### src/rtl/riscv_pkg.sv
// Shared fetch-stage types and constants.
// Imported by instr_fetch_unit and fetch_out_buf.
package riscv_pkg;

    localparam int unsigned XLEN = 32;
    localparam logic [31:0] NOP_INSTR = 32'h0000_0013;

    typedef enum logic [1:0] {
        IDLE,
        FETCH,
        HOLD
    } fetch_state_t;

endpackage

### src/rtl/fetch_out_buf.sv
// One-entry fetch-to-decode holding register (valid, pc, instr).
// FETCH_MISALIGN_TRAP_EN adds a misalign flag travelling with the entry.
module fetch_out_buf #(
    parameter int unsigned XLEN = 32
) (
    input  logic            clk,
    input  logic            rst,
    input  logic            load,
    input  logic            flush,
    input  logic            unload,
    input  logic [XLEN-1:0] load_pc,
    input  logic [31:0]     load_instr,
`ifdef FETCH_MISALIGN_TRAP_EN
    input  logic            load_misalign,
    output logic            buf_misalign,
`endif
    output logic            buf_valid,
    output logic [XLEN-1:0] buf_pc,
    output logic [31:0]     buf_instr
);
    import riscv_pkg::*;

    logic            valid_q, valid_d;
    logic [XLEN-1:0] pc_q, pc_d;
    logic [31:0]     instr_q, instr_d;
`ifdef FETCH_MISALIGN_TRAP_EN
    logic            mis_q, mis_d;
`endif

    // flush beats load so a redirect always empties the entry
    always_comb begin
        valid_d = valid_q;
        pc_d    = pc_q;
        instr_d = instr_q;
`ifdef FETCH_MISALIGN_TRAP_EN
        mis_d   = mis_q;
`endif
        if (flush) begin
            valid_d = 1'b0;
            instr_d = NOP_INSTR;
`ifdef FETCH_MISALIGN_TRAP_EN
            mis_d   = 1'b0;
`endif
        end else if (load) begin
            valid_d = 1'b1;
            pc_d    = load_pc;
            instr_d = load_instr;
`ifdef FETCH_MISALIGN_TRAP_EN
            mis_d   = load_misalign;
`endif
        end else if (unload) begin
            valid_d = 1'b0;
`ifdef FETCH_MISALIGN_TRAP_EN
            mis_d   = 1'b0;
`endif
        end
    end

    always_ff @(posedge clk or negedge rst) begin
        if (!rst) begin
            valid_q <= 1'b0;
            pc_q    <= '0;
            instr_q <= NOP_INSTR;
`ifdef FETCH_MISALIGN_TRAP_EN
            mis_q   <= 1'b0;
`endif
        end else begin
            valid_q <= valid_d;
            pc_q    <= pc_d;
            instr_q <= instr_d;
`ifdef FETCH_MISALIGN_TRAP_EN
            mis_q   <= mis_d;
`endif
        end
    end

    assign buf_valid = valid_q;
    assign buf_pc    = pc_q;
    assign buf_instr = instr_q;
`ifdef FETCH_MISALIGN_TRAP_EN
    assign buf_misalign = mis_q;
`endif

endmodule

### src/rtl/instr_fetch_unit.sv
// Instruction fetch stage: PC, imem req/ack, one-entry decode buffer.
// FETCH_MISALIGN_TRAP_EN adds if_misalign and misaligned-redirect traps.
module instr_fetch_unit #(
    parameter int unsigned     XLEN     = 32,
    parameter logic [XLEN-1:0] RESET_PC = '0
) (
    input  logic            clk,
    input  logic            rst,
    input  logic            stall,
    input  logic            redirect,
    input  logic [XLEN-1:0] redirect_pc,
    output logic            imem_req,
    output logic [XLEN-1:0] imem_addr,
    input  logic            imem_ack,
    input  logic [31:0]     imem_rdata,
    output logic            if_valid,
    output logic [XLEN-1:0] if_pc,
    output logic [31:0]     if_instr,
`ifdef FETCH_MISALIGN_TRAP_EN
    output logic            if_misalign,
`endif
    input  logic            id_ready
);
    import riscv_pkg::*;

    fetch_state_t    state_q, state_d;
    logic [XLEN-1:0] pc_q, pc_d;
    logic [XLEN-1:0] req_addr_q, req_addr_d;
    logic            kill_q, kill_d;

    logic [XLEN-1:0] pc_inc;
    logic [XLEN-1:0] tgt;
    logic [XLEN-1:0] ld_pc;
    logic [31:0]     ld_instr;
    logic            buf_load;
    logic            buf_flush;
    logic            drain;
    logic            space;
    logic            fire;
    logic            pend;
    logic            trap;
    logic            pc_bad;

`ifdef FETCH_MISALIGN_TRAP_EN
    logic            ld_mis;
    assign trap      = redirect_pc[1:0] != 2'b00;
    assign pc_bad    = pc_q[1:0] != 2'b00;
    assign tgt       = redirect_pc;
    assign imem_addr = req_addr_q;
    assign ld_mis    = redirect;
`else
    logic            unused_rpc_lo;
    assign unused_rpc_lo = ^redirect_pc[1:0];
    assign trap      = 1'b0;
    assign pc_bad    = 1'b0;
    assign tgt       = {redirect_pc[XLEN-1:2], 2'b00};
    assign imem_addr = {req_addr_q[XLEN-1:2], 2'b00};
`endif

    assign pc_inc = pc_q + XLEN'(4);
    assign drain  = if_valid && id_ready && !stall;
    assign space  = !if_valid || drain;

    // a full buffer only requests when it drains the same cycle
    assign imem_req = (state_q == FETCH) && (kill_q || space);
    assign fire     = imem_req && imem_ack;
    assign pend     = imem_req && !imem_ack;

    // only a redirect loads the trap entry; normal loads take memory data
    assign ld_pc    = redirect ? tgt : req_addr_q;
    assign ld_instr = redirect ? NOP_INSTR : imem_rdata;

    always_comb begin
        state_d    = state_q;
        pc_d       = pc_q;
        req_addr_d = req_addr_q;
        kill_d     = kill_q;
        buf_load   = 1'b0;
        buf_flush  = 1'b0;
        if (redirect) begin
            pc_d       = tgt;
            req_addr_d = pend ? req_addr_q : tgt;
            kill_d     = pend;
            if (trap) begin
                buf_load = 1'b1;
                state_d  = pend ? FETCH : HOLD;
            end else begin
                buf_flush = 1'b1;
                state_d   = FETCH;
            end
        end else begin
            unique case (state_q)
                IDLE: begin
                    state_d    = FETCH;
                    req_addr_d = pc_q;
                end
                FETCH: begin
                    if (fire && kill_q) begin
                        kill_d     = 1'b0;
                        req_addr_d = pc_q;
                        state_d    = pc_bad ? HOLD : FETCH;
                    end else if (fire) begin
                        buf_load   = 1'b1;
                        pc_d       = pc_inc;
                        req_addr_d = pc_inc;
                        state_d    = (id_ready && !stall) ? FETCH : HOLD;
                    end else if (!imem_req) begin
                        state_d = HOLD;
                    end
                end
                HOLD: begin
                    if (drain) begin
                        req_addr_d = pc_q;
                        if (!pc_bad) begin
                            state_d = FETCH;
                        end
                    end
                end
                default: state_d = IDLE;
            endcase
        end
    end

    always_ff @(posedge clk or negedge rst) begin
        if (!rst) begin
            state_q    <= IDLE;
            pc_q       <= RESET_PC;
            req_addr_q <= '0;
            kill_q     <= 1'b0;
        end else begin
            state_q    <= state_d;
            pc_q       <= pc_d;
            req_addr_q <= req_addr_d;
            kill_q     <= kill_d;
        end
    end

    fetch_out_buf #(
        .XLEN(XLEN)
    ) u_out_buf (
        .clk          (clk),
        .rst          (rst),
        .load         (buf_load),
        .flush        (buf_flush),
        .unload       (drain),
        .load_pc      (ld_pc),
        .load_instr   (ld_instr),
`ifdef FETCH_MISALIGN_TRAP_EN
        .load_misalign(ld_mis),
        .buf_misalign (if_misalign),
`endif
        .buf_valid    (if_valid),
        .buf_pc       (if_pc),
        .buf_instr    (if_instr)
    );

endmodule

### config.mk
export PLATFORM = sky130hd
export DESIGN_NAME = instr_fetch_unit
export DESIGN_NICKNAME = d
export VERILOG_FILES = /design/src/rtl/riscv_pkg.sv /design/src/rtl/fetch_out_buf.sv /design/src/rtl/instr_fetch_unit.sv
export SDC_FILE = /design/constraint.sdc
export NUM_CORES = 1
export LEC_CHECK = 0
export ABC_CLOCK_PERIOD_IN_PS = 2800
export CORE_MARGIN = 2
export CORE_UTILIZATION = 31
export DETAILED_ROUTE_END_ITERATION = 10
export GPL_ROUTABILITY_DRIVEN = 1
export SETUP_SLACK_MARGIN = 0.3
export SYNTH_ARGS = -nofsm -noshare
export SYNTH_HDL_FRONTEND = slang
export SYNTH_SLANG_ARGS = --single-unit
### constraint.sdc
create_clock -name clk -period 2.8 [get_ports clk]
set_clock_uncertainty 0.1 [all_clocks]
set_input_delay 0.56 -clock clk [delete_from_list [all_inputs] [get_ports clk]]
set_output_delay 0.56 -clock clk [all_outputs]
set_load 0.01 [all_outputs]
Word-level counts from Yosys, hierarchy flattened
Index checks and enable logic that the tools add are counted.

Add/subtract/negate cells: 1. Eq/ne operators: 7. Muxes and demuxes: 31. Bitwise operators: 1. Reductions and logical operators: 24.

Operators with widths (count): 32-bit 2-to-1 mux (12); 32-bit one-hot mux with 3 select lines (1); 32-bit by 3-bit adder with 32-bit output (second input constant) (1); 2-bit 2-to-1 mux (6); 1-bit 2-to-1 mux (11); 2-bit nonzero test (4); 1-bit logical AND (7); 2-bit one-hot mux with 3 select lines (1); 2-bit AND reduction (3); 5-bit by 4-bit inequality test with 1-bit output (second input constant) (1); 2-bit inequality test (second input constant) (2); 4-bit by 3-bit inequality test with 1-bit output (second input constant) (1); 4-bit AND reduction (1); 4-bit nonzero test (1); 1-bit logical NOT (3); 3-bit inequality test (second input constant) (1); 3-bit AND reduction (1); 3-bit nonzero test (1); 2-bit by 1-bit equality test with 1-bit output (second input constant) (1); 2-bit equality test (second input constant) (1); 2-bit logical NOT (1); 1-bit logical OR (2); 1-bit NOT (1).

Flip-flop bits (word level): 132. Input port bits: 70. Output and inout bits: 98. Word-level logic and storage cells: 71.

Longest topological paths before layout
Word-level depth: 12. Depth in mapped cells: 7. Mapped depth without buffers: 6.

Hierarchy
From an unflattened synthesis, not the netlist that was laid out.

Cell total of the unflattened synthesis: 747. Area, all modules: 7521.0 um^2.

By module, submodules not included: instr_fetch_unit (times used 1, cells an instance 570, area each 4854.7 um^2, sequential area each 1601.5 um^2); fetch_out_buf (times used 1, cells an instance 177, area each 2666.3 um^2, sequential area each 1630.3 um^2).

Worst setup path before layout
Ideal clock, no wire load.

Path kind: input to register. Start: input stall. End: register u_out_buf.pc_q[10] (netlist: u_out_buf.buf_pc[10]). Setup time: 0.125 ns. Arrival: 2.040 ns. Required time: 2.575 ns. Slack: 0.535 ns. Stages on the path: 5. Buffers on the path: 1. Cell sequence: nand2b_1 a2111o_1 nor2_1 buf_2 mux2_2.

Cells in the longest elaborated chain, start to end: 11. Elaborated cells between the ends (all ways): 12. Classes of those cells: 4 x mux; 8 x reduce/logical.

RTL lines: start, declared (line instr_fetch_unit.sv:9) `input logic stall,`; 1-bit logical NOT (*) (line instr_fetch_unit.sv:61) `assign drain = if_valid && id_ready && !stall;`; 1-bit logical AND (*) (line instr_fetch_unit.sv:61); 1-bit logical OR (*) (line instr_fetch_unit.sv:62) `assign space = !if_valid || drain;`; 1-bit logical OR (*) (line instr_fetch_unit.sv:65) `assign imem_req = (state_q == FETCH) && (kill_q || space);`; 1-bit logical AND (*) (line instr_fetch_unit.sv:65); 1-bit logical AND (*) (line instr_fetch_unit.sv:66) `assign fire = imem_req && imem_ack;`; 1-bit 2-to-1 mux / 1-bit logical AND (equally long branches) (line instr_fetch_unit.sv:102, instr_fetch_unit.sv:98); 1-bit 2-to-1 mux (*) (line instr_fetch_unit.sv:98) `if (fire && kill_q) begin`; 1-bit 2-to-1 mux (*) (line instr_fetch_unit.sv:92) `unique case (state_q)`; 1-bit 2-to-1 mux (*) (line instr_fetch_unit.sv:80) `if (redirect) begin`; 2-bit AND reduction (no source line) (*); end signal, assigned (line fetch_out_buf.sv:69) `pc_q <= pc_d;`; end, declared (line fetch_out_buf.sv:24) `logic [XLEN-1:0] pc_q, pc_d;`.

Every way passes the cells marked *; elsewhere a longest branch is shown, timed or not. A chain may end at the register's enable or synchronous reset.

Worst setup path in the final report
Start: input stall. End: output imem_req.

Cells in the longest elaborated chain, start to end: 5.

RTL lines: 1-bit logical NOT (line instr_fetch_unit.sv:61); 1-bit logical AND (line instr_fetch_unit.sv:61); 1-bit logical OR (line instr_fetch_unit.sv:62); 1-bit logical OR (line instr_fetch_unit.sv:65); 1-bit logical AND (line instr_fetch_unit.sv:65); end, declared (line instr_fetch_unit.sv:12) `output logic imem_req,`.

Every way passes these cells.

==> results list <==
- Headroom to the max-slew limit came out at 54.0%.
- In this run the critical register-to-register path is launched from pc_q[6].
* Detailed-placement wirelength estimate: 12,500 um
- In the final layout, the share of cells above drive strength 1 is 15.2%.
- The worst register-to-register path ends at pc_q[16].
- Clock-pin slew was measured on the worst setup and hold paths at 60 ps.
- Once placement finished, the instance area stood at 0.00852 mm2.
* Starting density of the core: 31.7%
- First-pass GRT wire length: 28,800 um
* P&R area growth vs syn: 38.0%
- I/O pin count: 168
* Per-instance average area after synthesis: 9.96 um2
- Area enclosed by the die boundary: 0.0227 mm2
* Number of placement rows: 53
- Die Width: 151 um
- CTS built an H-tree with a depth of 4.
- The worst register-to-register path has a setup slack of 490 ps.
* Hold violation total from the final report: 0
- Power Density: 795 mW/mm2
- Fill cell instance count of the final layout: 2,042
* Number of DRC violations after detailed-routing iteration 0: 327
* Setup repair after global routing missed its margin: no
* Fraction of the cycle the final worst path needs: 85.3%
* Worst Reg2Reg Path Length in Cells: 5
- Netlist cell types: 62
- # DRC: 0
- Core Area: 0.0210 mm2
- Final worst path period need: 2390 ps
- The worst path meets setup with 411 ps of slack.
* Cells after synthesis: 668
* # Max-Cap Violations: 0
- IR drop worst, VDD: 412 uV
* EDFF count, synth: 0
- The design draws 7.30 mW.
- GRT Total Usage: 16.4%
- The initial antenna violation count was 0.
- Category of the most critical setup path: input pin to primary output
- The congestion estimate from routability-driven global placement came to 0.815.
- Slew of the pin with the lowest slew margin: 688 ps
- Run status: finished clean
- DP Worst Slack: -35.9 ps
* Post-CTS Setup Inserts: 0
- Clock tree synthesis inserted a total of 17 buffers.
- Leak Pwr: 3.63 nW
- TritonCTS clock tree: done
- Entering global routing, the biggest net connects 51 pins.
* Post-Route Utilization: 43.7%
- In this run the remaining antenna-violating nets after routing total 0.
* Post-synthesis cell area: 0.00666 mm2
- Post-layout instance area: 0.00918 mm2
- Total via count after detailed routing: 5,320
- The worst setup path is captured at a primary output.
* Synth Warn #: 0
- Layout net count: 878
* Maximum clock path buffer count: 2
- At the worst endpoint, the required time is 2140 ps.
* Share of synthesized flip-flops with an asynchronous set or reset: 100%
* CTS Root Cell: sky130_fd_sc_hd__clkbuf_16
- Sort of element at the start of the critical path: input pin
- Die height: 151 um
- Setup violations remaining at the end of the flow were counted as 0.
- Global routing finished with a remaining overflow of 0.
- Tracing the worst setup path back leads to its startpoint at stall.
- The first TritonRoute pass finished after 4 iterations.
- Routed WL per cell: 16.2 um
* Total negative slack: 0 ps
* Number of cells after detailed placement: 1,062
* Synth Flop Type: sky130_fd_sc_hd__dfrtp_1
- The final layout contains routed wiring with a total length of 17,700 um.
- Data arrival time of the critical path: 1730 ps
- Post-DR vias/cell: 4.85
* Final Slew Violations: 0
- The tree built by TritonCTS fans out to 128 sinks.
* Smallest hold slack: 386 ps
- After synthesis the netlist holds a flip-flop and latch count of 128.
- Clk Latency, worst-skew pair: 420 ps
* Critical path capture point: imem_req
* Sequential cell area fraction in the yosys report: 48.2%
- Timing would allow up to 419 MHz.
- Non-Filler Instances: 1,096
- The count of buffers added on input and output ports is 163.
- The via count of the first global-routing pass came to 5,363.
* Maximum fanout along the worst path: 3
- In this run the worst hold path is classified as flip-flop to flip-flop.
## power by group
part / total (mW) / internal [mW] / leakage [nW] / switching [mW]
registers: 2.65 / 2.31 / 1.53 / 0.342
logic: 2.25 / 1.29 / 1.79 / 0.961
clock network: 2.41 / 1.54 / 0.301 / 0.870
## layout make-up
cell class | count | area (um2) | share of cell area, %
Antenna cell | 1 | 2.50 | 0.0273
Clock buffer | 19 | 453 | 4.93
Clock inverter | 13 | 186 | 2.03
Inverter | 4 | 15.0 | 0.164
Multi-Input combinational cell | 460 | 3020 | 32.9
Sequential cell | 128 | 3210 | 34.9
Tap cell | 275 | 344 | 3.75
Timing Repair Buffer | 196 | 1950 | 21.3
## cells in the mapped netlist, drive strengths merged (2+ instances only)
cell type	instances	area, um2
a211oi	3	22.5
a21boi	12	90.1
a21oi	52	260
a22oi	2	15.0
a31oi	3	18.8
and2	3	20.0
and3	6	37.5
buf	56	357
clkbuf	21	81.3
dfrtp	125	3130
dfstp	3	78.8
inv	3	11.3
mux2	38	428
mux2i	15	150
nand2	102	383
nand2b	16	103
nand3	24	125
nand3b	5	37.5
nand4	22	174
nor2	31	119
nor2b	3	18.8
nor3	14	75.1
nor4	9	101
o21a	5	37.5
o21ai	14	73.8
o31a	3	26.3
o31ai	7	52.6
or3	3	18.8
or4	2	18.8
xnor2	27	236
xor2	22	193
## registers in the layout, indices dropped and copies added (netlist names)
| name | count |
|---|---|
| req_addr_q | 31 |
| u_out_buf.buf_pc | 31 |
| u_out_buf.buf_valid | 1 |
| state_q | 2 |
| pc_q | 30 |
| kill_q | 1 |
| u_out_buf.buf_instr | 32 |
## repair_timing
action,4_1_cts,5_1_grt
resized for setup,1,1
pin swaps,0,0
endpoints found under the hold margin,41,0
setup endpoints to repair,1,1
hold buffers,1,0
## kinds of logic after synthesis
kind of cell	share of synthesized area [%]
adder cells (fa/ha/maj)	0.188
XOR/XNOR	6.45
other	0.0563
AO/OA/AOI/OAI	10.5
multiplexers	8.68
buffers and inverters	6.80
flip-flops	48.2
AND/OR/NAND/NOR	19.2
## per-layer routing
layer	vias up	global-route usage, %	routed length [um]
li1	2569	-	-
met1	2590	22.0	8150
met2	147	25.4	8020
met3	14	5.39	1330
met4	0	4.76	223
met5	-	0	0
## worst min-delay path by stage
stage          slack (ps)  cells after the start                endpoint                   start
6_report              390                      2  u_out_buf.buf_instr[4]  u_out_buf.buf_instr[4]
5_1_grt               400                      2  u_out_buf.buf_instr[0]  u_out_buf.buf_instr[0]
4_1_cts               390                      2  u_out_buf.buf_instr[0]  u_out_buf.buf_instr[0]
3_5_place_dp          370                      1           req_addr_q[1]           req_addr_q[1]
3_3_place_gp          370                      1           req_addr_q[1]           req_addr_q[1]
2_1_floorplan         160                      0                  kill_q                     rst
## worst max-delay path: stages
cell and delay, ps:
sky130_fd_sc_hd__clkdlybuf4s50_1 410, sky130_fd_sc_hd__nand2b_1 190, sky130_fd_sc_hd__buf_4 150, sky130_fd_sc_hd__a21oi_1 110, sky130_fd_sc_hd__dlygate4sd2_1 310
## layout by cell type (no fill, tap or decap), types with 4 or more instances in the layout
master                            instances
sky130_fd_sc_hd__clkdlybuf4s50_1        160
sky130_fd_sc_hd__dfrtp_1                125
sky130_fd_sc_hd__nand2_1                102
sky130_fd_sc_hd__a21oi_1                 52
sky130_fd_sc_hd__mux2_2                  38
sky130_fd_sc_hd__nor2_1                  29
sky130_fd_sc_hd__xnor2_1                 27
sky130_fd_sc_hd__buf_4                   26
sky130_fd_sc_hd__nand3_1                 23
sky130_fd_sc_hd__xor2_1                  22
sky130_fd_sc_hd__nand4_1                 19
sky130_fd_sc_hd__clkbuf_16               17
sky130_fd_sc_hd__nand2b_1                15
sky130_fd_sc_hd__mux2i_1                 15
sky130_fd_sc_hd__nor3_1                  13
sky130_fd_sc_hd__o21ai_0                 13
sky130_fd_sc_hd__a21boi_0                11
sky130_fd_sc_hd__o31ai_1                  7
sky130_fd_sc_hd__and3_1                   6
sky130_fd_sc_hd__nor4_1                   6
sky130_fd_sc_hd__buf_12                   6
sky130_fd_sc_hd__o21a_1                   5
sky130_fd_sc_hd__nand3b_1                 5
sky130_fd_sc_hd__clkinvlp_4               4
sky130_fd_sc_hd__bufinv_16                4
No activity file was read; power rests on OpenSTA's default activity.
